<file path="config.mk">
export PLATFORM = sky130hd
export DESIGN_NAME = arbitro_divisor
export DESIGN_NICKNAME = d
export VERILOG_FILES = /design/src/rtl/arbitro_divisor_pkg.sv /design/src/rtl/arbitro_divisor_rr_picker.sv /design/src/rtl/arbitro_divisor.sv
export SDC_FILE = /design/constraint.sdc
export NUM_CORES = 1
export LEC_CHECK = 0
export BUFFER_PORTS_ARGS = -buffer_cell sky130_fd_sc_hd__clkbuf_2
export CELL_PAD_IN_SITES_DETAIL_PLACEMENT = 1
export CELL_PAD_IN_SITES_GLOBAL_PLACEMENT = 2
export CORE_MARGIN = 5
export CORE_UTILIZATION = 26
export DETAILED_ROUTE_END_ITERATION = 6
export HOLD_SLACK_MARGIN = 0.12
export PLACE_DENSITY = 0.91
export SYNTH_ARGS = -nofsm -noshare
export SYNTH_HDL_FRONTEND = slang
export SYNTH_HIERARCHICAL = 1
export SYNTH_SLANG_ARGS = --single-unit
</file>
<file path="constraint.sdc">
create_clock -name reloj -period 4.3 [get_ports reloj]
set_clock_uncertainty 0.2 [all_clocks]
set_input_delay 1.29 -clock reloj [delete_from_list [all_inputs] [get_ports reloj]]
set_output_delay 1.29 -clock reloj [all_outputs]
set_load 0.01 [all_outputs]
</file>
<file path="src/rtl/arbitro_divisor_pkg.sv">
// Shared types and defaults for the round-robin divider arbiter.
// Holds the FSM state encoding and the round-robin pointer wrap helper.
package arbitro_divisor_pkg;

  localparam int N_REQ_DEF = 4;
  localparam int DD_W_DEF  = 32;
  localparam int DV_W_DEF  = 16;
  localparam int Q_W_DEF   = 16;
  localparam int TMO_W_DEF = 8;

  typedef enum logic [2:0] {
    ST_IDLE  = 3'd0,
    ST_LOAD  = 3'd1,
    ST_START = 3'd2,
    ST_RUN   = 3'd3,
    ST_RESP  = 3'd4
  } state_e;

  // Explicit wrap so that non-power-of-two requester counts cycle correctly.
  function automatic logic [2:0] wrap_inc(input logic [2:0] idx, input int n);
    return (int'(idx) >= n - 1) ? 3'd0 : idx + 3'd1;
  endfunction

endpackage

</file>
<file path="src/rtl/arbitro_divisor_rr_picker.sv">
// Combinational round-robin picker: first set request at or above rr_ptr_i,
// wrapping modulo N_REQ. Returns a one-hot grant and its index.
module arbitro_divisor_rr_picker
  import arbitro_divisor_pkg::*;
#(
  parameter int N_REQ = N_REQ_DEF
) (
  input  logic [N_REQ-1:0] req_i,
  input  logic [2:0]       rr_ptr_i,
  output logic [N_REQ-1:0] grant_o,
  output logic [2:0]       idx_o
);

  logic [2:0] cand [N_REQ];
  logic [7:0] req_pad;
  logic       hit;

  // cand[k] is the requester examined k-th, starting from the pointer.
  genvar gi;
  generate
    for (gi = 0; gi < N_REQ; gi++) begin : g_cand
      logic [3:0] sum;
      assign sum      = {1'b0, rr_ptr_i} + 4'(gi);
      assign cand[gi] = (sum >= 4'(N_REQ)) ? 3'(sum - 4'(N_REQ)) : sum[2:0];
    end
  endgenerate

  always_comb begin
    req_pad              = '0;
    req_pad[N_REQ-1:0]   = req_i;
    hit                  = 1'b0;
    idx_o                = '0;
    for (int k = 0; k < N_REQ; k++) begin
      if (!hit && req_pad[cand[k]]) begin
        hit   = 1'b1;
        idx_o = cand[k];
      end
    end
  end

  generate
    for (gi = 0; gi < N_REQ; gi++) begin : g_grant
      assign grant_o[gi] = hit && (idx_o == 3'(gi));
    end
  endgenerate

endmodule

</file>
<file path="src/rtl/arbitro_divisor.sv">
// Round-robin arbiter sharing one signed divide unit among N_REQ requesters.
// Sequences the go/done handshake, returns the quotient with a one-cycle ack.
module arbitro_divisor
  import arbitro_divisor_pkg::*;
#(
  parameter int N_REQ = N_REQ_DEF,
  parameter int DD_W  = DD_W_DEF,
  parameter int DV_W  = DV_W_DEF,
  parameter int Q_W   = Q_W_DEF,
  parameter int TMO_W = TMO_W_DEF
) (
  input  logic                  reloj,
  input  logic                  reset,
  input  logic [N_REQ-1:0]      req,
  input  logic [N_REQ*DD_W-1:0] dd_in,
  input  logic [N_REQ*DV_W-1:0] dv_in,
  output logic [N_REQ-1:0]      ack,
  output logic [Q_W-1:0]        q_out,
  output logic                  err,
  output logic                  busy,
  output logic [2:0]            grant_id,
  output logic                  div_go,
  output logic [DD_W-1:0]       div_dd,
  output logic [DV_W-1:0]       div_dv,
  input  logic [Q_W-1:0]        div_quotient,
  input  logic                  div_done
);

  state_e             state_q;
  logic [N_REQ-1:0]   ack_q;
  logic [N_REQ-1:0]   ack_d;
  logic [Q_W-1:0]     q_out_q;
  logic               err_q;
  logic               div_go_q;
  logic [DD_W-1:0]    div_dd_q;
  logic [DV_W-1:0]    div_dv_q;
  logic [2:0]         grant_id_q;
  logic [2:0]         rr_ptr_q;
  logic [2:0]         rr_ptr_d;
  logic [TMO_W-1:0]   tmo_q;
  logic [TMO_W-1:0]   tmo_d;
  logic               tmo_expired;

  logic [N_REQ-1:0]   pick_grant;
  logic [2:0]         pick_idx;
  logic [DD_W-1:0]    dd_arr [8];
  logic [DV_W-1:0]    dv_arr [8];

  arbitro_divisor_rr_picker #(
    .N_REQ (N_REQ)
  ) u_picker (
    .req_i    (req),
    .rr_ptr_i (rr_ptr_q),
    .grant_o  (pick_grant),
    .idx_o    (pick_idx)
  );

  // Operand lanes padded to 8 so the 3-bit grant index always selects cleanly.
  genvar gi;
  generate
    for (gi = 0; gi < 8; gi++) begin : g_lane
      if (gi < N_REQ) begin : g_used
        assign dd_arr[gi] = dd_in[gi*DD_W +: DD_W];
        assign dv_arr[gi] = dv_in[gi*DV_W +: DV_W];
      end else begin : g_pad
        assign dd_arr[gi] = '0;
        assign dv_arr[gi] = '0;
      end
    end
    for (gi = 0; gi < N_REQ; gi++) begin : g_ack
      assign ack_d[gi] = (grant_id_q == 3'(gi));
    end
  endgenerate

  assign rr_ptr_d    = wrap_inc(grant_id_q, N_REQ);
  assign tmo_d       = tmo_q + TMO_W'(1);
  assign tmo_expired = (tmo_q == '1);

  always_ff @(posedge reloj or negedge reset) begin
    if (!reset) begin
      state_q    <= ST_IDLE;
      ack_q      <= '0;
      err_q      <= 1'b0;
      div_go_q   <= 1'b0;
      q_out_q    <= '0;
      div_dd_q   <= '0;
      div_dv_q   <= '0;
      grant_id_q <= '0;
      rr_ptr_q   <= '0;
      tmo_q      <= '0;
    end else begin
      case (state_q)
        ST_IDLE: begin
          // A divider still busy (done low) blocks new grants.
          if ((|pick_grant) && div_done) begin
            div_dd_q   <= dd_arr[pick_idx];
            div_dv_q   <= dv_arr[pick_idx];
            grant_id_q <= pick_idx;
            div_go_q   <= 1'b1;
            state_q    <= ST_LOAD;
          end
        end
        ST_LOAD: begin
          tmo_q   <= '0;
          state_q <= ST_START;
        end
        ST_START: begin
          if (!div_done) begin
            div_go_q <= 1'b0;
            tmo_q    <= '0;
            state_q  <= ST_RUN;
          end else if (tmo_expired) begin
            div_go_q <= 1'b0;
            q_out_q  <= '0;
            err_q    <= 1'b1;
            ack_q    <= ack_d;
            state_q  <= ST_RESP;
          end else begin
            tmo_q <= tmo_d;
          end
        end
        ST_RUN: begin
          if (div_done) begin
            q_out_q <= div_quotient;
            ack_q   <= ack_d;
            state_q <= ST_RESP;
          end else if (tmo_expired) begin
            q_out_q <= '0;
            err_q   <= 1'b1;
            ack_q   <= ack_d;
            state_q <= ST_RESP;
          end else begin
            tmo_q <= tmo_d;
          end
        end
        ST_RESP: begin
          ack_q    <= '0;
          err_q    <= 1'b0;
          rr_ptr_q <= rr_ptr_d;
          state_q  <= ST_IDLE;
        end
        default: begin
          state_q <= ST_IDLE;
        end
      endcase
    end
  end

  assign ack      = ack_q;
  assign q_out    = q_out_q;
  assign err      = err_q;
  assign busy     = (state_q != ST_IDLE);
  assign grant_id = grant_id_q;
  assign div_go   = div_go_q;
  assign div_dd   = div_dd_q;
  assign div_dv   = div_dv_q;

endmodule

</file>
## Yosys cells after proc, flatten, opt, wreduce, memory -nomap -nowiden

Cells that the tools add are included.

- Add/sub/neg operators: 9
- Magnitude comparators: 10
- Equality and inequality tests: 15
- Mux-type cells: 52
- Bitwise logic cells: 1
- Reduce and logical (&&, ||, !) cells: 26

Operator list:

| cell | number |
|---|---|
| $bmux 32 s3 | 1 |
| $mux 16 | 5 |
| $mux 32 | 2 |
| $bmux 16 s3 | 1 |
| $mux 3 | 13 |
| $pmux 16 s2 | 1 |
| $mux 8 | 3 |
| $pmux 8 s3 | 1 |
| $eq 3x2->1 const B | 6 |
| $lt 3x4->1 const B | 4 |
| $mux 1 | 14 |
| $bmux 1 s3 | 4 |
| $ge 4x3->1 const B | 3 |
| $mux 4 | 3 |
| $pmux 3 s4 | 1 |
| $pmux 4 s3 | 1 |
| $sub 3x3->3 const B | 4 |
| $eq 3x1->1 const B | 3 |
| $logic_not 3->1 | 3 |
| $reduce_bool 3->1 | 3 |
| $add 3x2->4 const B | 2 |
| $add 8x1->8 const B | 1 |
| $eq 8x8->1 const B | 1 |
| $logic_and 1x1->1 | 8 |
| other kinds (16) | 25 |

- Flip-flop bits (word level): 87
- Output and inout port bits: 74
- Logic and storage cells: 123

## Longest topological paths before layout

Gate-level depths: netlist of the first run.

- Depth after elaboration: 20
- Gate-level depth with buffers: 14
- Depth with buffers taken out: 11

## Modules after synthesis

The synthesis of the first run kept the hierarchy.

By module, submodules not included:

| module | instances | cells an instance | area an instance (um2) | sequential area each (um2) |
|---|---|---|---|---|
| arbitro_divisor | 1 | 431 | 4868.4 | 2177.1 |
| arbitro_divisor_rr_picker | 1 | 38 | 320.3 | 0.0 |

## Worst setup path before layout of the first run

Ideal clock, no wire load.

- Kind: input-to-reg
- Start: input port req[2]
- End: register div_dd_q[27], in the netlist div_dd[27]
- Library setup time: 83 ps
- Arrival time: 3438 ps
- Required time: 4017 ps
- Setup slack: 580 ps
- Cell stages on the path: 11
- Path buffers: 2
- Cell sequence: mux4_2 -> nor3b_1 -> a31oi_1 -> mux2i_1 -> nor2b_1 -> o41ai_2 -> or2_1 -> buf_2 -> buf_2 -> nand2_1 -> o21ai_0

- Word-level cells in the longest chain between the ends: 17
- Elaborated cells on any way between the ends: 37

RTL lines:

| item | RTL line | text |
|---|---|---|
| from (decl) | arbitro_divisor.sv:14 | `input logic [N_REQ-1:0] req,` |
| $bmux 1 s3 | arbitro_divisor_rr_picker.sv:34 | `if (!hit && req_pad[cand[k]]) begin` |
| $mux 1 (not written as such) | arbitro_divisor_rr_picker.sv:34 |  |
| $mux 1 | arbitro_divisor_rr_picker.sv:34 |  |
| $logic_not 1->1 | arbitro_divisor_rr_picker.sv:34 |  |
| $logic_and 1x1->1 | arbitro_divisor_rr_picker.sv:34 |  |
| $mux 1 | arbitro_divisor_rr_picker.sv:34 |  |
| $logic_not 1->1 | arbitro_divisor_rr_picker.sv:34 |  |
| $logic_and 1x1->1 | arbitro_divisor_rr_picker.sv:34 |  |
| (+3 left out) | -- |  |
| $mux 3 (*) | arbitro_divisor_rr_picker.sv:34 |  |
| named net pick_idx[0] | arbitro_divisor.sv:45 | `logic [2:0] pick_idx;` |
| $eq 3x1->1 (*) | arbitro_divisor_rr_picker.sv:43 | `assign grant_o[gi] = hit && (idx_o == 3'(gi));` |
| $logic_and 1x1->1 (*) | arbitro_divisor_rr_picker.sv:43 |  |
| named net pick_grant[1] | arbitro_divisor.sv:44 | `logic [N_REQ-1:0] pick_grant;` |
| $reduce_or 4->1 (*) | arbitro_divisor.sv:95 | `if ((\|pick_grant) && div_done) begin` |
| $logic_and 1x1->1 (*) | arbitro_divisor.sv:95 |  |
| $reduce_and 2->1 (no line) (*) | -- |  |
| to (signal assigned) | arbitro_divisor.sv:96 | `div_dd_q <= dd_arr[pick_idx];` |
| to (decl) | arbitro_divisor.sv:35 | `logic [DD_W-1:0] div_dd_q;` |

Mark *: on every way through the listed nets, which the timed path passes. The rest lies on a longest branch. The select of a mux whose other input is x is not followed.
A chain may end at the register's enable or synchronous reset.

## Final worst setup path of the first run

- Start: input port req[2]
- End: register div_dv_q[10], in the netlist div_dv[10]

- Word-level cells in the longest chain between the ends: 17
- Elaborated cells on any way between the ends: 37

RTL lines:

| item | RTL line | text |
|---|---|---|
| $bmux 1 s3 | arbitro_divisor_rr_picker.sv:34 |  |
| $mux 1 (not written as such) | arbitro_divisor_rr_picker.sv:34 |  |
| $mux 1 | arbitro_divisor_rr_picker.sv:34 |  |
| $logic_not 1->1 | arbitro_divisor_rr_picker.sv:34 |  |
| $logic_and 1x1->1 | arbitro_divisor_rr_picker.sv:34 |  |
| $mux 1 | arbitro_divisor_rr_picker.sv:34 |  |
| $logic_not 1->1 | arbitro_divisor_rr_picker.sv:34 |  |
| $logic_and 1x1->1 | arbitro_divisor_rr_picker.sv:34 |  |
| (+3 left out) | -- |  |
| $mux 3 (*) | arbitro_divisor_rr_picker.sv:34 |  |
| named net pick_idx[0] | arbitro_divisor.sv:45 |  |
| $eq 3x1->1 (*) | arbitro_divisor_rr_picker.sv:43 |  |
| $logic_and 1x1->1 (*) | arbitro_divisor_rr_picker.sv:43 |  |
| named net pick_grant[1] | arbitro_divisor.sv:44 |  |
| $reduce_or 4->1 (*) | arbitro_divisor.sv:95 |  |
| $logic_and 1x1->1 (*) | arbitro_divisor.sv:95 |  |
| $reduce_and 2->1 (no line) (*) | -- |  |
| to (signal assigned) | arbitro_divisor.sv:97 | `div_dv_q <= dv_arr[pick_idx];` |
| to (decl) | arbitro_divisor.sv:36 | `logic [DV_W-1:0] div_dv_q;` |

Marks and branches as above.

==> results of run 1 <==
==> critical path: stages <==
cell and delay (ns):
clkbuf_2 0.12, mux4_2 0.51, nor3b_1 0.17, a31oi_1 0.31, mux2i_4 0.13, nor2b_1 0.17
o41ai_2 0.55, or2_2 0.36, buf_12 0.20, nand2_1 0.08, o21ai_0 0.08
==> cell usage in the layout (no fill, tap or decap), types with 5 or more instances in the layout <==
master	netlist	final
o21ai_0	47	47
a21oi_1	8	7
o21ai_1	7	7
a22o_1	18	18
mux4_2	50	50
buf_4	3	8
inv_1	9	9
nor2_1	7	7
clkbuf_16	0	9
mux2i_1	6	5
nor3_1	5	5
nand2_1	109	109
clkbuf_2	0	287
dfrtp_1	87	87
ha_1	8	8
nand3_1	6	6
==> path summary, 6_finish.rpt <==
path	startpoint	end	slack, ns	cells past startpoint
min in group asynchronous	reset	tmo_q[6]	0.78	2
hold / removal	div_dd[21]	div_dd[21]	0.28	2
max in group asynchronous	reset	div_dd[10]	2.74	2
hold reg to reg	div_dd[21]	div_dd[21]	0.28	2
setup / recovery	req[2]	div_dv[10]	0.37	11
setup reg to reg	rr_ptr_q[0]	div_dv[10]	0.45	12
==> through the flow <==
stage          hold slack, ns  power [mW]  utilization (%)  setup WS [ns]
2_1_floorplan           0.284        3.49                -          0.580
3_3_place_gp            0.263        4.42             35.5          0.152
3_5_place_dp            0.275        4.49             35.5        0.00244
4_1_cts                 0.289        5.41             37.2          0.361
5_1_grt                 0.307        5.73             37.2          0.124
6_report                0.281        5.29             37.2          0.367
==> registers in the layout, indices dropped and copies added, names as in the netlist, 3 cells and up <==
register / cells
tmo_q: 8
state_q: 3
div_dv: 16
div_dd: 32
ack: 4
grant_id: 3
rr_ptr_q: 3
q_out: 16
==> power by group through the flow <==
stage / Combinational (mW) / Clock [mW] / Sequential (mW)
2_1_floorplan: 1.95 / 0 / 1.53
3_3_place_gp: 2.98 / 0 / 1.43
3_5_place_dp: 3.04 / 0 / 1.45
4_1_cts: 3.04 / 0.925 / 1.44
5_1_grt: 3.28 / 0.960 / 1.49
6_report: 2.96 / 0.890 / 1.44
==> final cells by class <==
type / count / area, um2 / area share, %
clock buffers: 12 / 267 / 3.67
clock inverters: 4 / 76.3 / 1.05
inverters: 9 / 33.8 / 0.465
multi-input cells: 334 / 2800 / 38.6
flip-flops and latches: 87 / 2180 / 30.0
well taps: 265 / 332 / 4.56
repair buffers: 299 / 1580 / 21.7
==> logic make-up after synthesis <==
kind of cell | synth area share, %
AND/OR/NAND/NOR | 13.2
AO/OA/AOI/OAI | 14.7
flip-flops | 42.0
multiplexers | 23.6
buffers and inverters | 4.56
adder cells (fa/ha/maj) | 1.93
other | 0.0723
==> routing by layer <==
layer	global-route usage, %	wire, um	part of all wire (%)	vias to the layer above
li1	-	-	-	2290
met4	4.44	342	1.8	0
met1	18.3	7080	37	2455
met2	30.5	10100	53	185
met5	0	0	0	-
met3	5.60	1440	7.6	26
==> qor.yml, run 1 <==
outcome: "complete, no violations"
synthArstFlopShare_pct: 100
worstMarginPinSlew_ns: 1.08
vdd_drop_max_v: 0.000434
slew_headroom_pct: 28.3
ys_warn_count: 6
ys_top_cells_by_count: "nand2_1 (109), dfrtp_1 (87), mux4_2 (50)"
pwr-share-seq_pct: 27.2
die_h_um: 151
htreeDepth: 3
fillers: 2319
cts.sinks: 87
synthFlopType: "dfrtp_1"
p_leak_nw: 3.51
synth_seq_area_share_pct: 42.0
cts_buffers: 9
antenna_found_initial: 0
routedWlPerCell_um: 18.8
antenna_left: 0
path_clk_slew_ns: 0.06
first_pass_iters: 4
worstPathArrival_ns: 3.99
post_cts_buffers: 0
post-route-period-util_pct: 91.5
synthTopCellsByArea: "dfrtp_1 (42%), mux4_2 (22%), nand2_1 (7.9%)"
path_max_fanout: 22
grt-ovfl-total: 0
syn_area_per_cell_um2: 11.1
viasPerCell: 4.91
insertion_delay_ns: 0.34
routabilityCongestion: 0.774
area_delta_synth_final_pct: 40.0
crit_type: "input port to flop"
hold_path_class: "flop to flop"
layout_min_cycle_time_ns: 3.93
cap_viol_max_count: 0
dp_hpwl_um: 15100
tns_ns: 0
yosysMostFrequentCell: "nand2_1"
grt_pass1_vias: 5654
synth_edf_count: 0
ios: 289
setup_viol: 0
cts.repair.resized: 0
p_switching_mw: 2.10
synth-seq-cells: 87
endpoint_kind: "flop"
synth_top_area_share_pct: 42.0
vias: 4956
num_antenna_cells: 0
internal-power_mw: 3.19
finalInstanceArea_um2: 7270
grt_pass1_wl_um: 29700
drive_gt1_share_pct: 51.1
comb_power_share_pct: 56.0
routed_wirelength_um: 18900
ys_types: 56
cts_hold_buf: 0
die_x_um: 151
drt_first_iter_violations: 157
synth_fp_nets: 692
clk_path_buf_depth: 2
finalMaxSlewViolations: 0
die-area_um2: 22900
initial_core_util_pct: 26.6
std_cell_rows: 51
placed_cell_area_um2: 6920
numPortBuffers: 288
grt_usage_pct: 16.6
clkPwrFrac_pct: 16.8
crit_path_start_kind: "input port"
core_um2: 19500
synth_area_um2: 5190
synthCells: 469
sw_frac_of_total_pct: 39.8
grt_max_degree: 88
cts_root_buf: "clkbuf_16"
placed_cells: 994
drc: 0
nNetsFinal: 963
yosys.area.top_type: "dfrtp_1"
required_ns: 4.35
grt_setup_unrepaired: "false"
max_freq_mhz: 254
final_cells: 1010
hold_viol: 0
cts_tree: "yes"
power-per-cell-area_nw_per_um2: 728
Note: power is estimated with default switching activity, not from simulation.
==> inputs of run 2 (changes only) <==
- CELL_PAD_IN_SITES_DETAIL_PLACEMENT: 1 -> 2
==> run 2 against run 1 <==
Net effect:
- clock-buffer cell count stayed put
- sequential share of layout area unchanged
- first-iteration DRC count increased by 4.5%
- worst setup slack worse by 0.10 ns
- clock power barely moved
- fmax fell by 2.5%
- via count rose by 0.85%
- combinational power is 2% higher
- critical path depth is the same
- final area stayed put
- die area is the same
- critical path type unchanged
==> qor.yml, run 2 (same netlist as run 1, synthesis figures left out) <==
final_cell_mix: "clkbuf_2 (287), nand2_1 (109), dfrtp_1 (87)"
clkPwrFrac_pct: 16.6
cp-startpoint: "req[2]"
worstHoldStart: "div_dv[14]"
path_max_fanout: 19
cap_viol_max_count: 0
routed_wirelength_um: 20900
nNetsFinal: 963
vias: 4998
worstMarginPinSlew_ns: 1.04
dp_hpwl_um: 17000
finalMaxSlewViolations: 0
pwr-share-seq_pct: 27.0
ios: 289
core_um2: 19500
layout_min_cycle_time_ns: 4.03
setup_viol: 0
max_freq_mhz: 248
antenna_found_initial: 1
grt_max_degree: 88
r2r-start: "rr_ptr_q[0]"
cts_hold_buf: 0
outcome: "complete, no violations"
worstPathArrival_ns: 4.08
antenna_left: 0
insertion_delay_ns: 0.34
numPortBuffers: 288
drive_gt1_share_pct: 51.1
cts_root_buf: "clkbuf_16"
std_cell_rows: 51
dp_slack_ns: -0.108
cp_top_family: "compound AO/OA/AOI/OAI gates"
sw_frac_of_total_pct: 40.6
endpoint_kind: "flop"
comb_power_share_pct: 56.4
grt_pass1_wl_um: 32100
crit_path_start_kind: "input port"
max_stage_delay_ns: 0.55
slew_headroom_pct: 30.6
area_delta_synth_final_pct: 40.0
hold_viol: 0
drc: 0
clk_path_buf_depth: 2
cts.sinks: 87
die_h_um: 151
grt_usage_pct: 18.2
layout_commonest_cell: "clkbuf_2"
crit_type: "input port to flop"
holdWs_ns: 0.285
grt_pass1_vias: 5897
die-area_um2: 22900
path_clk_slew_ns: 0.06
grt_setup_unrepaired: "false"
viasPerCell: 4.95
p_switching_mw: 2.18
post_cts_buffers: 0
num_antenna_cells: 0
p_leak_nw: 3.51
cts_buffers: 9
power-per-cell-area_nw_per_um2: 739
cp_num_buf_inv: 2
largest_register_ffs: 32
crit_chain: "clkbuf_2, mux4_2, nor3b_1, a31oi_1, mux2i_1, nor2b_1, o41ai_2, or2_2, buf_12, nand2_1, o21ai_0"
finalWorstSetupSlack_ns: 0.266
cts_tree: "yes"
first_pass_iters: 4
hold_path_class: "flop to flop"
required_ns: 4.34
internal-power_mw: 3.19
die_x_um: 151
vdd_drop_max_v: 0.000319
initial_core_util_pct: 26.6
cts.repair.resized: 0
routedWlPerCell_um: 20.7
grt-ovfl-total: 0
routabilityCongestion: 0.774
crit_path_top_delay_cell: "o41ai_2"
post-route-period-util_pct: 93.8
drt_first_iter_violations: 164
htreeDepth: 3
[run 2: worst paths after layout]
path	end	slack, ns	depth (start not counted)
worst max register to register	div_dd[26]	0.39	12
worst max-delay path	div_dd[26]	0.27	11
worst min register to register	div_dv[14]	0.29	2
min in group asynchronous	tmo_q[7]	0.80	2
worst min-delay path	div_dv[14]	0.29	2
max in group asynchronous	div_dv[15]	2.73	2
[run 2: layout make-up]
class,instances,area [um2]
multi-input combinational,334,2800
sequential,87,2180
tap,265,332
fill,2183,12300
inverter,9,33.8
clock inverter,4,76.3
clock buffer,12,267
timing repair buffer,299,1580
[run 2: worst register-to-register path: cells and delay by family (launching register included)]
family	cells	cell delay, ns
compound gates	3	0.95
simple gates	4	0.81
mux	2	0.78
fa+ha+maj	1	0.42
flops	1	0.36
buf+inv	2	0.31
[run 2: per-layer routing]
metal	up-vias	global-route usage, %	share of wire (%)
li1	2285	-	-
met1	2488	19.1	35
met2	184	34.0	55
met4	2	5.89	2.6
met3	39	5.92	7.4
met5	-	0	0.062
[run 2: power groups by stage]
stage	Combinational [mW]	Sequential (mW)	Clock (mW)
floorplan	1.95	1.53	0
global placement	2.98	1.43	0
detailed placement	3.10	1.47	0
CTS	3.11	1.46	0.922
global route	3.33	1.50	0.956
finish	3.03	1.45	0.890
[run 2: metrics by stage]
stage | area, um2 | utilization, % | setup TNS, ns | cells | power (mW)
global placement | 6920 | 35.5 | 0 | 994 | 4.42
global route | 7270 | 37.2 | 0 | 1010 | 5.78
detailed placement | 6920 | 35.5 | -2.55 | 994 | 4.57
floorplan | 5190 | - | 0 | 469 | 3.49
finish | 7270 | 37.2 | 0 | 1010 | 5.37
CTS | 7270 | 37.2 | 0 | 1010 | 5.49
==> inputs of run 3 (changes only) <==
- ABC_AREA: not set -> 1
- CORE_UTILIZATION: 26 -> 24
- CTS_CLUSTER_SIZE: not set -> 12
- PLACE_DENSITY: 0.91 -> 0.92
==> run 3 against run 2 <==
Net effect:
- hold slack improved by 0.0024 ns
- register-to-register slack improved by 0.29 ns
- clock power fell by 5.1%
- fmax rose by 11%
- sequential share of layout area fell by 0.90 points
- die area rose by 14%
- non-clock buffer count fell by 2
- synthesized cell count rose by 58%
- largest cell class unchanged
- largest power group unchanged
==> qor.yml, run 3 <==
ys_top_cells_by_count: "o21ai_0 (127), nand2_1 (123), nor2_1 (122)"
clkPwrFrac_pct: 11.5
core_um2: 22600
post-route-util_pct: 33.2
grt_setup_unrepaired: "false"
cp_top_family: "buffers and inverters"
worstPathArrival_ns: 3.69
pwr-share-seq_pct: 18.2
final_cell_mix: "clkbuf_2 (287), o21ai_0 (127), nand2_1 (123)"
drive_gt1_share_pct: 35.6
tns_ns: 0
vias: 6289
grt_usage_pct: 18.3
routed_wirelength_um: 24600
finalInstanceArea_um2: 7490
cts.repair.resized: 0
r2r-start: "rr_ptr_q[0]"
comb_power_share_pct: 70.3
sw_frac_of_total_pct: 53.4
cp_num_buf_inv: 3
dp_hpwl_um: 19700
crit_path_top_delay_cell: "buf_4"
placed_cells: 1276
cts.sinks: 87
cts_tree: "yes"
finalMaxSlewViolations: 0
initial_core_util_pct: 24.4
htreeDepth: 3
synth_top_area_share_pct: 39.6
die_x_um: 161
first_pass_iters: 4
fin_total_pwr_mw: 7.33
crit_path_start_kind: "flop"
slew_headroom_pct: 37.7
grt-ovfl-total: 0
antenna_found_initial: 3
vdd_drop_max_v: 0.000733
drt_first_iter_violations: 261
p_leak_nw: 3.93
synthCells: 740
worstMarginPinSlew_ns: 0.934
layout_min_cycle_time_ns: 3.62
grt_pass1_vias: 7131
power-per-cell-area_nw_per_um2: 978
insertion_delay_ns: 0.35
dp_slack_ns: 0.428
path_max_fanout: 94
viasPerCell: 4.86
crit_type: "flop to flop"
largest_register_ffs: 32
setup_viol: 0
syn_area_per_cell_um2: 7.43
placed_cell_area_um2: 7170
clk_path_buf_depth: 2
synthTopCellsByArea: "dfrtp_1 (40%), o21ai_0 (12%), nand2_1 (8.4%)"
crit_chain: "inv_2, ha_1, inv_1, nand3_2, nand3_2, nand2_1, nand2_1, nand2_2, nand2_4, buf_4, o21ai_0, o22a_1, o21ai_0"
cts_hold_buf: 0
die-area_um2: 26000
nNetsFinal: 1225
std_cell_rows: 55
routedWlPerCell_um: 19.0
hold_viol: 0
cap_viol_max_count: 0
max_stage_delay_ns: 0.63
internal-power_mw: 3.42
yosysMostFrequentCell: "o21ai_0"
layout_commonest_cell: "clkbuf_2"
synth_edf_count: 0
p_switching_mw: 3.91
post_cts_buffers: 0
ios: 289
endpoint_kind: "flop"
ys_warn_count: 6
ys_types: 38
cts_root_buf: "clkbuf_16"
synth_area_um2: 5500
synthFlopType: "dfrtp_1"
worstHoldStart: "div_dv[4]"
post-route-period-util_pct: 84.3
grt_max_degree: 95
synth-seq-cells: 87
cp-startpoint: "rr_ptr_q[0]"
antenna_left: 0
synth_fp_nets: 963
area_delta_synth_final_pct: 36.2
routabilityCongestion: 0.820
holdWs_ns: 0.288
required_ns: 4.36
outcome: "complete, no violations"
finalWorstSetupSlack_ns: 0.676
yosys.area.top_type: "dfrtp_1"
synth_seq_area_share_pct: 39.6
numPortBuffers: 288
grt_pass1_wl_um: 38100
min_to: "div_dv[4]"
max_freq_mhz: 276
die_h_um: 161
hold_path_class: "flop to flop"
drc: 0
cts_buffers: 9
rr_worst_depth: 13
r2r_end: "div_dv[13]"
whs_path_depth: 2
synthArstFlopShare_pct: 100
r2r_setup_slack_ns: 0.68
path_clk_slew_ns: 0.07
final_cells: 1294
run 3: changes by cell type in the layout (fill, tap and decap cells not counted), moves of 33 or more:
cell	change
mux4_2	-50
o21ai_1	+33
nor2_1	+115
inv_1	+39
o21ai_0	+80
o22a_1	+48
run 3: per-layer routing:
layer / up-vias / track usage [%] / share of wire, %
li1: 2997 / - / -
met1: 3084 / 21.2 / 41
met2: 174 / 33.5 / 52
met3: 34 / 3.62 / 5.0
met4: 0 / 6.36 / 2.1
met5: - / 0 / 0
run 3: cell type report:
| type | count | area (um2) |
|---|---|---|
| Fill cell | 2741 | 15100 |
| Multi-Input combinational cell | 548 | 2860 |
| Sequential cell | 87 | 2180 |
| Timing Repair Buffer | 297 | 1550 |
| Tap cell | 285 | 357 |
| Clock buffer | 11 | 253 |
| Inverter | 59 | 224 |
| Clock inverter | 5 | 63.8 |
| Antenna cell | 2 | 5.00 |
run 3: how the worst max path moves through the flow:
stage	to	slack, ns	cells after the start
CTS	div_dd[0]	0.67	13
finish	div_dv[13]	0.68	13
global route	div_dd[30]	0.45	13
global placement	div_dd[1]	0.57	14
detailed placement	div_dv[13]	0.43	14
floorplan	div_dd[14]	1.24	16
run 3: worst min-delay path, delay by kind of cell, from the launching register on:
family	cells	cell delay (ns)
and+or+nand+nor	1	0.05
DFF	1	0.34
AOI/OAI and AO/OA	1	0.06
run 3: cell families after synthesis:
| logic type | count (synthesis) | share of synthesized area, % |
|---|---|---|
| other cells | 1 | 0.0682 |
| simple gates | 310 | 25.4 |
| flops | 87 | 39.6 |
| buf+inv | 105 | 8.44 |
| fa+ha+maj | 8 | 1.82 |
| compound gates | 229 | 24.7 |
run 3: power by group through the flow:
stage / combinational, mW / clock, mW / sequential [mW]
final: 5.15 / 0.845 / 1.33
after detailed placement: 5.25 / 0 / 1.35
after global routing: 5.76 / 0.901 / 1.37
after CTS: 5.28 / 0.872 / 1.34
after floorplan: 3.49 / 0 / 1.42
after global placement: 5.05 / 0 / 1.33
